`src/rtl/rs_drv_pkg.sv`:
```
// Shared encodings and helpers for the RS latch command driver.
// Latency: n/a (declarations only).
// Backpressure: n/a.
package rs_drv_pkg;

    localparam int CNT_W = 8;

    localparam logic [1:0] OP_HOLD = 2'b00;
    localparam logic [1:0] OP_SET  = 2'b01;
    localparam logic [1:0] OP_RST  = 2'b10;
    localparam logic [1:0] OP_TOG  = 2'b11;

    typedef enum logic [2:0] {
        IDLE,
        SETUP,
        PULSE,
        HOLD,
        CHECK
    } drv_state_t;

    // Latch inputs {R,S} for a command given the current Q; never both high.
    function automatic logic [1:0] rs_drive(input logic [1:0] op, input logic q);
        case (op)
            OP_SET:  return 2'b01;
            OP_RST:  return 2'b10;
            OP_TOG:  return q ? 2'b10 : 2'b01;
            default: return 2'b00;
        endcase
    endfunction

    function automatic logic q_after(input logic [1:0] op, input logic q);
        case (op)
            OP_SET:  return 1'b1;
            OP_RST:  return 1'b0;
            OP_TOG:  return ~q;
            default: return q;
        endcase
    endfunction

endpackage

```
`src/rtl/rs_phase_timer.sv`:
```
// Loadable down-counter timing one latch phase; zero flags phase end.
// Latency: zero asserts load_val cycles after the load edge.
// Backpressure: none; load always wins over counting.
module rs_phase_timer
    import rs_drv_pkg::*;
(
    input  logic             clk,
    input  logic             rst,
    input  logic             load,
    input  logic [CNT_W-1:0] load_val,
    output logic             zero
);

    logic [CNT_W-1:0] cnt;

    always_ff @(posedge clk) begin
        if (rst) begin
            cnt <= '0;
        end else if (load) begin
            cnt <= load_val;
        end else if (cnt != '0) begin
            cnt <= cnt - CNT_W'(1);
        end
    end

    assign zero = (cnt == '0);

endmodule

```
`src/rtl/rs_latch_driver.sv`:
```
// Drives set/reset/toggle/hold commands into a gated RS latch and checks Q/Qn.
// Latency: done in the (SETUP_CYC+PULSE_CYC+HOLD_CYC+1)th cycle after accept.
// Backpressure: req_ready only in IDLE; requests while busy are not queued.
module rs_latch_driver
    import rs_drv_pkg::*;
#(
    parameter int unsigned SETUP_CYC = 2,
    parameter int unsigned PULSE_CYC = 4,
    parameter int unsigned HOLD_CYC  = 2
) (
    input  logic       clk,
    input  logic       rst,
    input  logic       req_valid,
    input  logic [1:0] req_op,
    output logic       req_ready,
    output logic       R,
    output logic       S,
    output logic       C,
    input  logic       Q,
    input  logic       Qn,
    output logic       busy,
    output logic       done,
    output logic       q_exp,
    output logic       err,
    output logic [7:0] err_cnt
);

    drv_state_t       state, state_nxt;
    logic             accept;
    logic             tmr_load;
    logic [CNT_W-1:0] tmr_val;
    logic             tmr_zero;
    logic             r_q, s_q;

    assign accept = req_valid && (state == IDLE);

    rs_phase_timer u_timer (
        .clk      (clk),
        .rst      (rst),
        .load     (tmr_load),
        .load_val (tmr_val),
        .zero     (tmr_zero)
    );

    always_ff @(posedge clk) begin
        if (rst) begin
            state <= IDLE;
        end else begin
            state <= state_nxt;
        end
    end

    // Timer is loaded with N-1 so each phase lasts exactly N cycles.
    always_comb begin
        state_nxt = state;
        tmr_load  = 1'b0;
        tmr_val   = '0;
        case (state)
            IDLE: begin
                if (accept) begin
                    state_nxt = SETUP;
                    tmr_load  = 1'b1;
                    tmr_val   = CNT_W'(SETUP_CYC - 1);
                end
            end
            SETUP: begin
                if (tmr_zero) begin
                    state_nxt = PULSE;
                    tmr_load  = 1'b1;
                    tmr_val   = CNT_W'(PULSE_CYC - 1);
                end
            end
            PULSE: begin
                if (tmr_zero) begin
                    state_nxt = HOLD;
                    tmr_load  = 1'b1;
                    tmr_val   = CNT_W'(HOLD_CYC - 1);
                end
            end
            HOLD: begin
                if (tmr_zero) begin
                    state_nxt = CHECK;
                end
            end
            CHECK: begin
                state_nxt = IDLE;
            end
            default: begin
                state_nxt = IDLE;
            end
        endcase
    end

    // R/S only move on accept and on leaving HOLD, so they are stable around C.
    always_ff @(posedge clk) begin
        if (rst) begin
            r_q   <= 1'b0;
            s_q   <= 1'b0;
            q_exp <= 1'b0;
        end else if (accept) begin
            {r_q, s_q} <= rs_drive(req_op, Q);
            q_exp      <= q_after(req_op, Q);
        end else if (state == HOLD && tmr_zero) begin
            r_q <= 1'b0;
            s_q <= 1'b0;
        end
    end

    always_ff @(posedge clk) begin
        if (rst) begin
            err     <= 1'b0;
            err_cnt <= '0;
        end else if (state == CHECK) begin
            err <= (Q != q_exp) || (Qn == Q);
            if (((Q != q_exp) || (Qn == Q)) && (err_cnt != 8'hFF)) begin
                err_cnt <= err_cnt + 8'd1;
            end
        end
    end

    assign R         = r_q;
    assign S         = s_q;
    assign C         = (state == PULSE);
    assign done      = (state == CHECK);
    assign req_ready = (state == IDLE);
    assign busy      = (state != IDLE);

endmodule

```
`config.mk`:
```
export PLATFORM = sky130hd
export DESIGN_NAME = rs_latch_driver
export DESIGN_NICKNAME = d
export VERILOG_FILES = /design/src/rtl/rs_drv_pkg.sv /design/src/rtl/rs_phase_timer.sv /design/src/rtl/rs_latch_driver.sv
export SDC_FILE = /design/constraint.sdc
export NUM_CORES = 1
export LEC_CHECK = 0
export CAP_MARGIN = 40
export CORE_ASPECT_RATIO = 0.7
export CORE_MARGIN = 2
export CORE_UTILIZATION = 45
export CTS_BUF_LIST = sky130_fd_sc_hd__clkbuf_16
export CTS_CLUSTER_DIAMETER = 120
export CTS_CLUSTER_SIZE = 12
export DETAILED_ROUTE_END_ITERATION = 6
export PLACE_DENSITY = 0.75
export SYNTH_ARGS = -nofsm -noshare
export SYNTH_HDL_FRONTEND = slang
export SYNTH_SLANG_ARGS = --single-unit
export TNS_END_PERCENT = 1
```
`constraint.sdc`:
```
create_clock -name clk -period 2.4 [get_ports clk]
set_input_delay 0.24 -clock clk [delete_from_list [all_inputs] [get_ports clk]]
set_output_delay 0.24 -clock clk [all_outputs]
set_load 0.02 [all_outputs]
```
After elaboration in Yosys (flattened, before gate mapping). Index checks and enable logic that the tools add are counted.

Input port bits: 7. Logic and storage cells: 57. Register bits: 23. Output and inout bits: 16.

Reductions and logical operators: 13. Multiplexer cells: 20. $add $sub $neg: 2. Bitwise logic cells: 1. Equality and inequality tests: 14.

Operators by type and width (number): $mux W8 (2); $mux W3 (4); $pmux W2 S3 (2); $pmux W3 S4 (1); $add A8 B1 Y8 const B (1); $logic_not A8 Y1 (1); $ne A8 B8 Y1 const B (1); $reduce_bool A8 Y1 (1); $sub A8 B1 Y8 const B (1); $mux W1 (7); $eq A3 B2 Y1 const B (2); $eq A2 B2 Y1 const B (2); $mux W2 (2); $ne A2 B1 Y1 const B (2); $ne A2 B2 Y1 const B (2); $reduce_and A4 Y1 (1); $reduce_bool A2 Y1 (2); $eq A3 B1 Y1 const B (1); $eq A3 B3 Y1 const B (1); $logic_and A1 B1 Y1 (3); $logic_not A3 Y1 (1); $pmux W1 S3 (1); $reduce_bool A3 Y1 (1); $eq A2 B1 Y1 const B (1); 7 further kinds (7).

Longest topological paths before layout. Gate-level depths: netlist of run 1.

Word-level depth: 5. Gate-level depth with buffers: 6. Mapped depth without buffers: 6.

Cells and area by module. Synthesis of run 1 repeated with hierarchy kept, for this count alone.

Cell total of the unflattened synthesis: 149. Area, all modules: 1331.3 µm².

By module, submodules not included: rs_latch_driver (sequential area each 300.3 µm², instances 1, cells an instance 96, area an instance 855.8 µm²); rs_phase_timer (sequential area each 160.2 µm², instances 1, cells an instance 53, area an instance 475.5 µm²).

Worst setup path before layout of run 1. Ideal clock, no wire load.

Kind: flip-flop to flip-flop. Start point: register err_cnt[0]. End point: register err_cnt[6]. Data arrival time: 1.653 ns. Period minus slack after synthesis: 1.769 ns. Library setup time: 0.116 ns. Slack: 0.631 ns. Buffers on the path: 0. Required time: 2.284 ns. Cell stages (with the launch flop): 6. Cell sequence: dfxtp_1 -> ha_1 -> nand2_1 -> or3_1 -> or4b_1 -> o211a_1.

Word-level cells in the longest chain between the ends: 3. Elaborated cells between the ends (all ways): 4. Those cells by class: 1 x add/sub; 1 x eq/ne; 2 x reduce/logical.

Ends and longest elaborated chain: from (decl) (line rs_latch_driver.sv:25) `output logic [7:0] err_cnt`; from (signal assigned) (line rs_latch_driver.sv:116) `err_cnt <= err_cnt + 8'd1;`; branches (longest 3 deep; another with $add A8 B1 Y8).

Several ways; the timed one is not identified. A chain may end at the register's enable or synchronous reset.

Final worst setup path of run 1.
Start point: register state[1]. End point: output C.

Word-level cells in the longest chain between the ends: 1.

Ends and longest elaborated chain: from (decl) (line rs_latch_driver.sv:28) `drv_state_t state, state_nxt;`; from (signal assigned) (line rs_latch_driver.sv:49) `state <= state_nxt;`; $eq A3 B2 Y1 (line rs_latch_driver.sv:123) `assign C = (state == PULSE);`; to (decl) (line rs_latch_driver.sv:18) `output logic C,`.

No other way between the ends.

==> results of run 1 <==
## flip-flops by register name, summed over array words and instances (netlist names)
register     flops
R                1
S                1
err              1
err_cnt          8
q_exp            1
state            3
u_timer.cnt      8
## worst max-delay path: stages (launching register included)
cell             delay (ps)
dfxtp_1                 680
nor3b_1                 270
clkdlybuf4s50_1         640
## how the worst max path moves through the flow
stage                            startpoint                       to  slack [ps]  cells past startpoint
finish                state[1]$_SDFFE_PP0P_                        C         310                      2
global route          state[1]$_SDFFE_PP0P_                        C         130                      2
CTS                   state[1]$_SDFFE_PP0P_                        C         300                      2
detailed placement    state[2]$_SDFFE_PP0P_  err_cnt[5]$_SDFFE_PP0P_         370                      4
global placement                          Q  err_cnt[5]$_SDFFE_PP0P_         430                      5
floorplan           err_cnt[0]$_SDFFE_PP0P_  err_cnt[6]$_SDFFE_PP0P_         630                      5
## per-stage QoR
step / instance area (µm²) / hold WS [ps]
after CTS: 1593 / 486.4
after global routing: 1593 / 495.4
after global placement: 1513 / 465.1
final: 1593 / 480.6
after floorplan: 1270 / 387.7
after detailed placement: 1513 / 478.3
## routing by layer
layer | global-route usage, % | vias up | wire length, µm
li1 | - | 583 | -
met1 | 26.54 | 560 | 1340
met2 | 28.59 | 50 | 1328
met3 | 5.349 | 6 | 195
met4 | 6.463 | 0 | 37
met5 | 0 | - | 0
## cell usage in the layout, fill, tap and decap left out, types with 2 or more instances in the layout
master           instances
a211oi_1                 3
a21oi_1                 13
clkbuf_16                3
clkdlybuf4s50_1         22
dfxtp_1                 23
ha_1                     3
inv_1                    7
nand2_1                 11
nand2b_1                 5
nand3_1                  6
nand3b_1                 2
nor2_1                  11
nor3_1                   3
nor3b_1                  2
nor4_1                   3
nor4b_4                  2
o21ai_0                  4
o31ai_1                  2
o41ai_1                  3
or3_1                    6
or4_1                    3
or4b_1                   2
xor2_1                   2
## cell families after synthesis
kind of cell	after synthesis
AO/OA/AOI/OAI	38
adder cells (fa/ha/maj)	3
flip-flops	23
XOR/XNOR	3
multiplexers	1
AND/OR/NAND/NOR	63
buffers and inverters	14
## where the power goes
part | internal [W] | switching (W) | total (W)
clock | 0.000224 | 0.000140 | 0.000364
combinational | 0.000371 | 0.000445 | 0.000816
sequential | 0.000466 | 0.000152 | 0.000618
total | 0.00106 | 0.000737 | 0.00180
## cell type report
class,instances,area [µm²]
clock buffer,3,75.07
fill,237,1150
clock inverter,1,5.005
multi-input combinational,108,753.2
tap,36,45.04
timing repair buffer,23,227.7
inverter,7,26.28
sequential,23,460.4
==> metrics.md, run 1 <==
| Metric | Value |
|---|---|
| Status | `finished clean` |
| Adder-cell share of the synthesized area | `2.956%` |
| Number of CTS-inserted buffers | `3` |
| Post-Syn Instances | `145` |
| DR iter-0 viols | `79` |
| Setup repair after global routing missed its margin | `no` |
| Die height | `48.45 µm` |
| N_diodes | `0` |
| Primary FF master, synth | `dfxtp_1` |
| Initial antenna violation count | `0` |
| Hold Buf Count CTS | `0` |
| Root buf cell | `clkbuf_16` |
| FMAX | `478.0 MHz` |
| Reg clk slew, reported paths | `60 ps` |
| Largest family of logic cells by synthesized area | `simple AND/OR/NAND/NOR gates` |
| Total Power | `0.001798 W` |
| Die W | `roughly 67 µm` |
| Startpoint Class | `flip-flop` |
| R2R cell count | `4` |
| Seq/Total Area, Yosys | `a little over a third` |
| Total Wirelength | `2901 µm` |
| Critical setup path kind | `reg -> out` |
| Synth top area share | `36.26%` |
| Initial Util | `46.30%` |
| FF+latch count, synth | `23` |
| Vias per Instance | `5.965` |
| Area grow syn2layout | `25.42%` |
| Multiplexer share of the synthesized area | `less than 1%` |
| Worst skew pair latency | `260 ps` |
| Slew headroom | `59.38%` |
| Vias in the first global route | `1,054` |
| WL/cell | `14.43 µm` |
| Syn_nets | `155` |
| Endpoint, Worst Hold | `err$_SDFFE_PP0P_` |
| Drt first pass iters | `4` |
| Synth Area in Simple Gates | `32.12%` |
| Worst-Margin Slew | `about 610 ps` |
| LEAKAGE | `0.5570 nW` |
| Post-CTS sizing | `0` |
| Final Core Density | `58.07%` |
| Hold Startpoint | `err$_SDFFE_PP0P_` |
| Layout Nets | `176` |
| Die ar. | `0.003270 mm²` |
| Global placement routability congestion | `0.8803` |
| Pwr dens | `1129 mW/mm²` |
| Synth top area cells | `dfxtp_1 (36%), a21oi_1 (5.1%), nor4b_4 (3.7%), nand2_1 (3.3%), nor2_1 (3.3%)` |
| DPL Wire Length | `2056 µm` |
| Share of cells above drive strength 1 | `9.091%` |
| Yosys top cell by area | `dfxtp_1` |
| Clock skew | `6.363 ps` |
| Core footprint | `0.002743 mm²` |
| GRT overflow | `0` |
| Count of final setup violators | `0` |
| Largest net degree at the start of global routing | `17` |
| CP Capture Type | `output port` |
| Clock tree buffer depth | `2` |
| CTS Sinks | `23` |
| Final WS setup | `307.9 ps` |
| Placed Cells | `approximately 200` |
| Syn Std Cell Area | `0.001270 mm²` |
| EDFF count, synth | `0` |
| Final critical-path share of the clock period | `between 80% and 90%` |
| Count leader, synth | `dfxtp_1` |
| Netlist cell types | `46` |
| Synth warn | `0` |
| DRC violations left | `0` |
| Post-route insts no fill | `201` |
| Routed vias | `1,199` |
| Critical Path Fanout Max | `13` |
| FF-to-FF Start | `state[2]$_SDFFE_PP0P_` |
| Postcts setup bufs | `0` |
| FFs w/ async S/R, synth | `0%` |
| Worst Path Arrival | `between 1500 and 2000 ps` |
| CTS H-tree depth | `1` |
| CTS tree | `built` |
| Xor and xnor area share after synthesis | `2.069%` |
| Critical path data required time | `2160 ps` |
| Reg-to-reg endpoint | `err_cnt[5]$_SDFFE_PP0P_` |
| Dpl ws | `around 370 ps` |
| Setup TNS | `0 ps` |
| Final hold vios | `0` |
| Global-route wire length before repair | `4816 µm` |
| Post-Syn Area per Cell | `8.758 µm²` |
| GRT Total Usage | `a little under a fifth` |
| R2r setup slk | `approximately 330 ps` |
| I/O Pins | `23` |
| Minimum clock period | `2092 ps` |
| Compound-Gate Fraction of Synth Area | `21.28%` |
| # rows | `16` |
| Worst min path class | `reg -> reg` |
| Final ANT Viol Nets | `0` |
| Hold Path Depth | `2` |
| Final Max Tran Viols | `0` |
| Buffers on Ports | `22` |
| Post-synth top cells | `dfxtp_1 (23), a21oi_1 (13), nand2_1 (11), nor2_1 (11), inv_1 (7)` |
| Max-cap check violation count | `0` |
| Maximum VDD drop | `0.4820 mV` |
No activity file was read; power rests on OpenSTA's default activity.
==> run 2: changes to the inputs <==
--- a/config.mk
+++ b/config.mk
@@ -14,6 +14,7 @@
 export CTS_CLUSTER_SIZE = 12
 export DETAILED_ROUTE_END_ITERATION = 6
 export PLACE_DENSITY = 0.75
+export REMOVE_ABC_BUFFERS = 1
 export SYNTH_ARGS = -nofsm -noshare
 export SYNTH_HDL_FRONTEND = slang
 export SYNTH_SLANG_ARGS = --single-unit
==> constraint.sdc (replaced) <==
create_clock -name clk -period 2.27 [get_ports clk]
set_input_delay 0.227 -clock clk [delete_from_list [all_inputs] [get_ports clk]]
set_output_delay 0.227 -clock clk [all_outputs]
set_load 0.02 [all_outputs]
==> run 2 against run 1 <==
Net effect: clock skew decreased by 3.3 ps; clock-buffer cell count unchanged; largest power group unchanged; first-iteration DRC count decreased by 38%; core utilization grew 0.23 points; register-to-register slack better by 50 ps; clock power rose by 1%; wire length fell by 1.2%; largest cell class unchanged; critical path depth unchanged.
==> metrics.md, run 2 (synthesis gave the netlist of run 1 again) <==
| Metric | Value |
|---|---|
| Worst min path class | `reg -> reg` |
| Commonest non-fill, non-tap cell in the layout | `dfxtp_1` |
| DRC violations left | `0 (unchanged)` |
| WL/cell | `14.19 µm (-1.7%)` |
| Design Area, Final | `0.001599 mm² (+0.39%)` |
| Hold Buf Count CTS | `0 (unchanged)` |
| Reg-to-reg endpoint | `err_cnt[5]$_SDFFE_PP0P_` |
| Share of cells above drive strength 1 | `9.036% (-0.055 points)` |
| Count of final setup violators | `0 (unchanged)` |
| Worst skew pair latency | `250 ps (about the same)` |
| CTS tree | `built` |
| Buffers on Ports | `22 (unchanged)` |
| Largest regs | `err_cnt: 8 flops, u_timer.cnt: 8 flops, state: 3 flops` |
| CP Capture Type | `output port` |
| Area after DPL | `0.001520 mm² (+0.50%)` |
| GRT overflow | `0 (unchanged)` |
| Reg clk slew, reported paths | `60 ps (about the same)` |
| Hold Path Depth | `2 (unchanged)` |
| Post-CTS sizing | `0 (unchanged)` |
| Final ANT Viol Nets | `0 (unchanged)` |
| Clock skew | `3.095 ps (-3.268 ps)` |
| Dpl ws | `273.8 ps (-95.92 ps)` |
| Initial Util | `46.30% (unchanged)` |
| Postcts setup bufs | `0 (unchanged)` |
| N_diodes | `0 (unchanged)` |
| Critical Path Fanout Max | `13 (unchanged)` |
| # rows | `16 (unchanged)` |
| FMAX | `490.1 MHz` |
| Startpoint Class | `flip-flop` |
| Worst Path Arrival | `1810 ps (-40 ps)` |
| Total Power | `0.001887 W (+5.0%)` |
| Pwr dens | `1180 mW/mm² (+4.6%)` |
| Max-cap check violation count | `0 (unchanged)` |
| Most frequent cells in the layout | `dfxtp_1 (23), clkdlybuf4s50_1 (22), a21oi_1 (13), nor2_1 (11), nand2_1 (11)` |
| Drt first pass iters | `4 (unchanged)` |
| Die W | `67.50 µm (unchanged)` |
| Die ar. | `0.003270 mm² (unchanged)` |
| R2r setup slk | `380 ps (+50 ps)` |
| Vias in the first global route | `1,029 (-2.4%)` |
| Vias per Instance | `5.752 (-3.6%)` |
| Maximum VDD drop | `0.7924 mV (+64%)` |
| Hold Startpoint | `err$_SDFFE_PP0P_` |
| Clock tree buffer depth | `2 (unchanged)` |
| Global placement routability congestion | `0.8354 (-5.1%)` |
| Root buf cell | `clkbuf_16` |
| FF-to-FF Start | `state[0]$_SDFFE_PP0P_` |
| Status | `finished clean` |
| Final hold vios | `0 (unchanged)` |
| Area grow syn2layout | `25.91%` |
| Endpoint, Worst Hold | `err$_SDFFE_PP0P_` |
| DR iter-0 viols | `49 (-38%)` |
| # fillers | `226 (-4.6%)` |
| DPL Wire Length | `2123 µm (+3.2%)` |
| R2R cell count | `4 (unchanged)` |
| Final WS setup | `229.7 ps (-78.24 ps)` |
| Total Wirelength | `2867 µm (-1.2%)` |
| Setup TNS | `0 ps (unchanged)` |
| CTS Sinks | `23 (unchanged)` |
| Slew headroom | `57.75% (-1.6 points)` |
| Critical setup path kind | `reg -> out` |
| Layout Nets | `177 (+0.57%)` |
| GRT Total Usage | `18.90% (-0.29 points)` |
| CTS H-tree depth | `1 (unchanged)` |
| Setup repair after global routing missed its margin | `no` |
| Final Max Tran Viols | `0 (unchanged)` |
| Initial antenna violation count | `0 (unchanged)` |
| Critical path data required time | `2040 ps (-120 ps)` |
| Minimum clock period | `2040 ps` |
| Die height | `48.45 µm (unchanged)` |
| Global-route wire length before repair | `4788 µm (-0.58%)` |
| Routed vias | `1,162 (-3.1%)` |
| Worst-Margin Slew | `631.4 ps (+24.24 ps)` |
| LEAKAGE | `0.5639 nW (+1.2%)` |
| Largest net degree at the start of global routing | `17 (unchanged)` |
| Number of CTS-inserted buffers | `3 (unchanged)` |
| I/O Pins | `23 (unchanged)` |
| Final critical-path share of the clock period | `between 80% and 90%` |
| Core footprint | `0.002743 mm² (unchanged)` |
==> run 2: cell types whose count changed in the layout (fill, tap and decap cells not counted), sizes merged <==
cell	previous run	this run
buf	1	2
clkinv	1	0
inv	7	8
==> run 2: worst max-delay path: stages, from the launching register on <==
cell             delay (ps)
dfxtp_1                 670
nor3b_1                 250
clkdlybuf4s50_1         640
==> run 2: area by class of cell <==
type,instances,area [µm²],share of cell area [%]
multi-input cells,108,753.2,47.10
flip-flops and latches,23,460.4,28.80
repair buffers,24,235.2,14.71
clock buffers,3,75.07,4.695
well taps,36,45.04,2.817
inverters,7,26.28,1.643
clock inverters,1,3.754,0.2347
==> run 2: report_power, final <==
group / internal [W] / total (W) / leakage, nW / switching, W
logic: 0.000393 / 0.000870 / 0.334 / 0.000476
clock network: 0.000235 / 0.000368 / 0.0423 / 0.000134
registers: 0.000493 / 0.000649 / 0.187 / 0.000156
total: 0.00112 / 0.00189 / 0.564 / 0.000766
==> run 2: per-layer routing <==
metal | track usage (%) | vias to the layer above | wire length [µm]
li1 | - | 587 | -
met1 | 26.00 | 544 | 1428
met2 | 30.07 | 29 | 1298
met3 | 5.116 | 2 | 126
met4 | 3.061 | 0 | 13
met5 | 0 | - | 0
==> run 2: worst max-delay path by stage <==
stage,start,to,cells past startpoint
after global routing,state[1]$_SDFFE_PP0P_,C,2
after floorplan,state[2]$_SDFFE_PP0P_,err_cnt[5]$_SDFFE_PP0P_,4
final,state[1]$_SDFFE_PP0P_,C,2
after global placement,Q,err_cnt[5]$_SDFFE_PP0P_,5
after CTS,state[1]$_SDFFE_PP0P_,C,2
after detailed placement,Q,err_cnt[5]$_SDFFE_PP0P_,5
==> run 2: through the flow <==
step           utilization [%]  hold slack (ps)  std cells
3_5_place_dp             55.43            474.6        198
6_report                 58.30            480.7        202
4_1_cts                  58.30            484.8        202
3_3_place_gp             55.43            457.3        198
2_1_floorplan                -            296.1        138
5_1_grt                  58.30            510.6        202
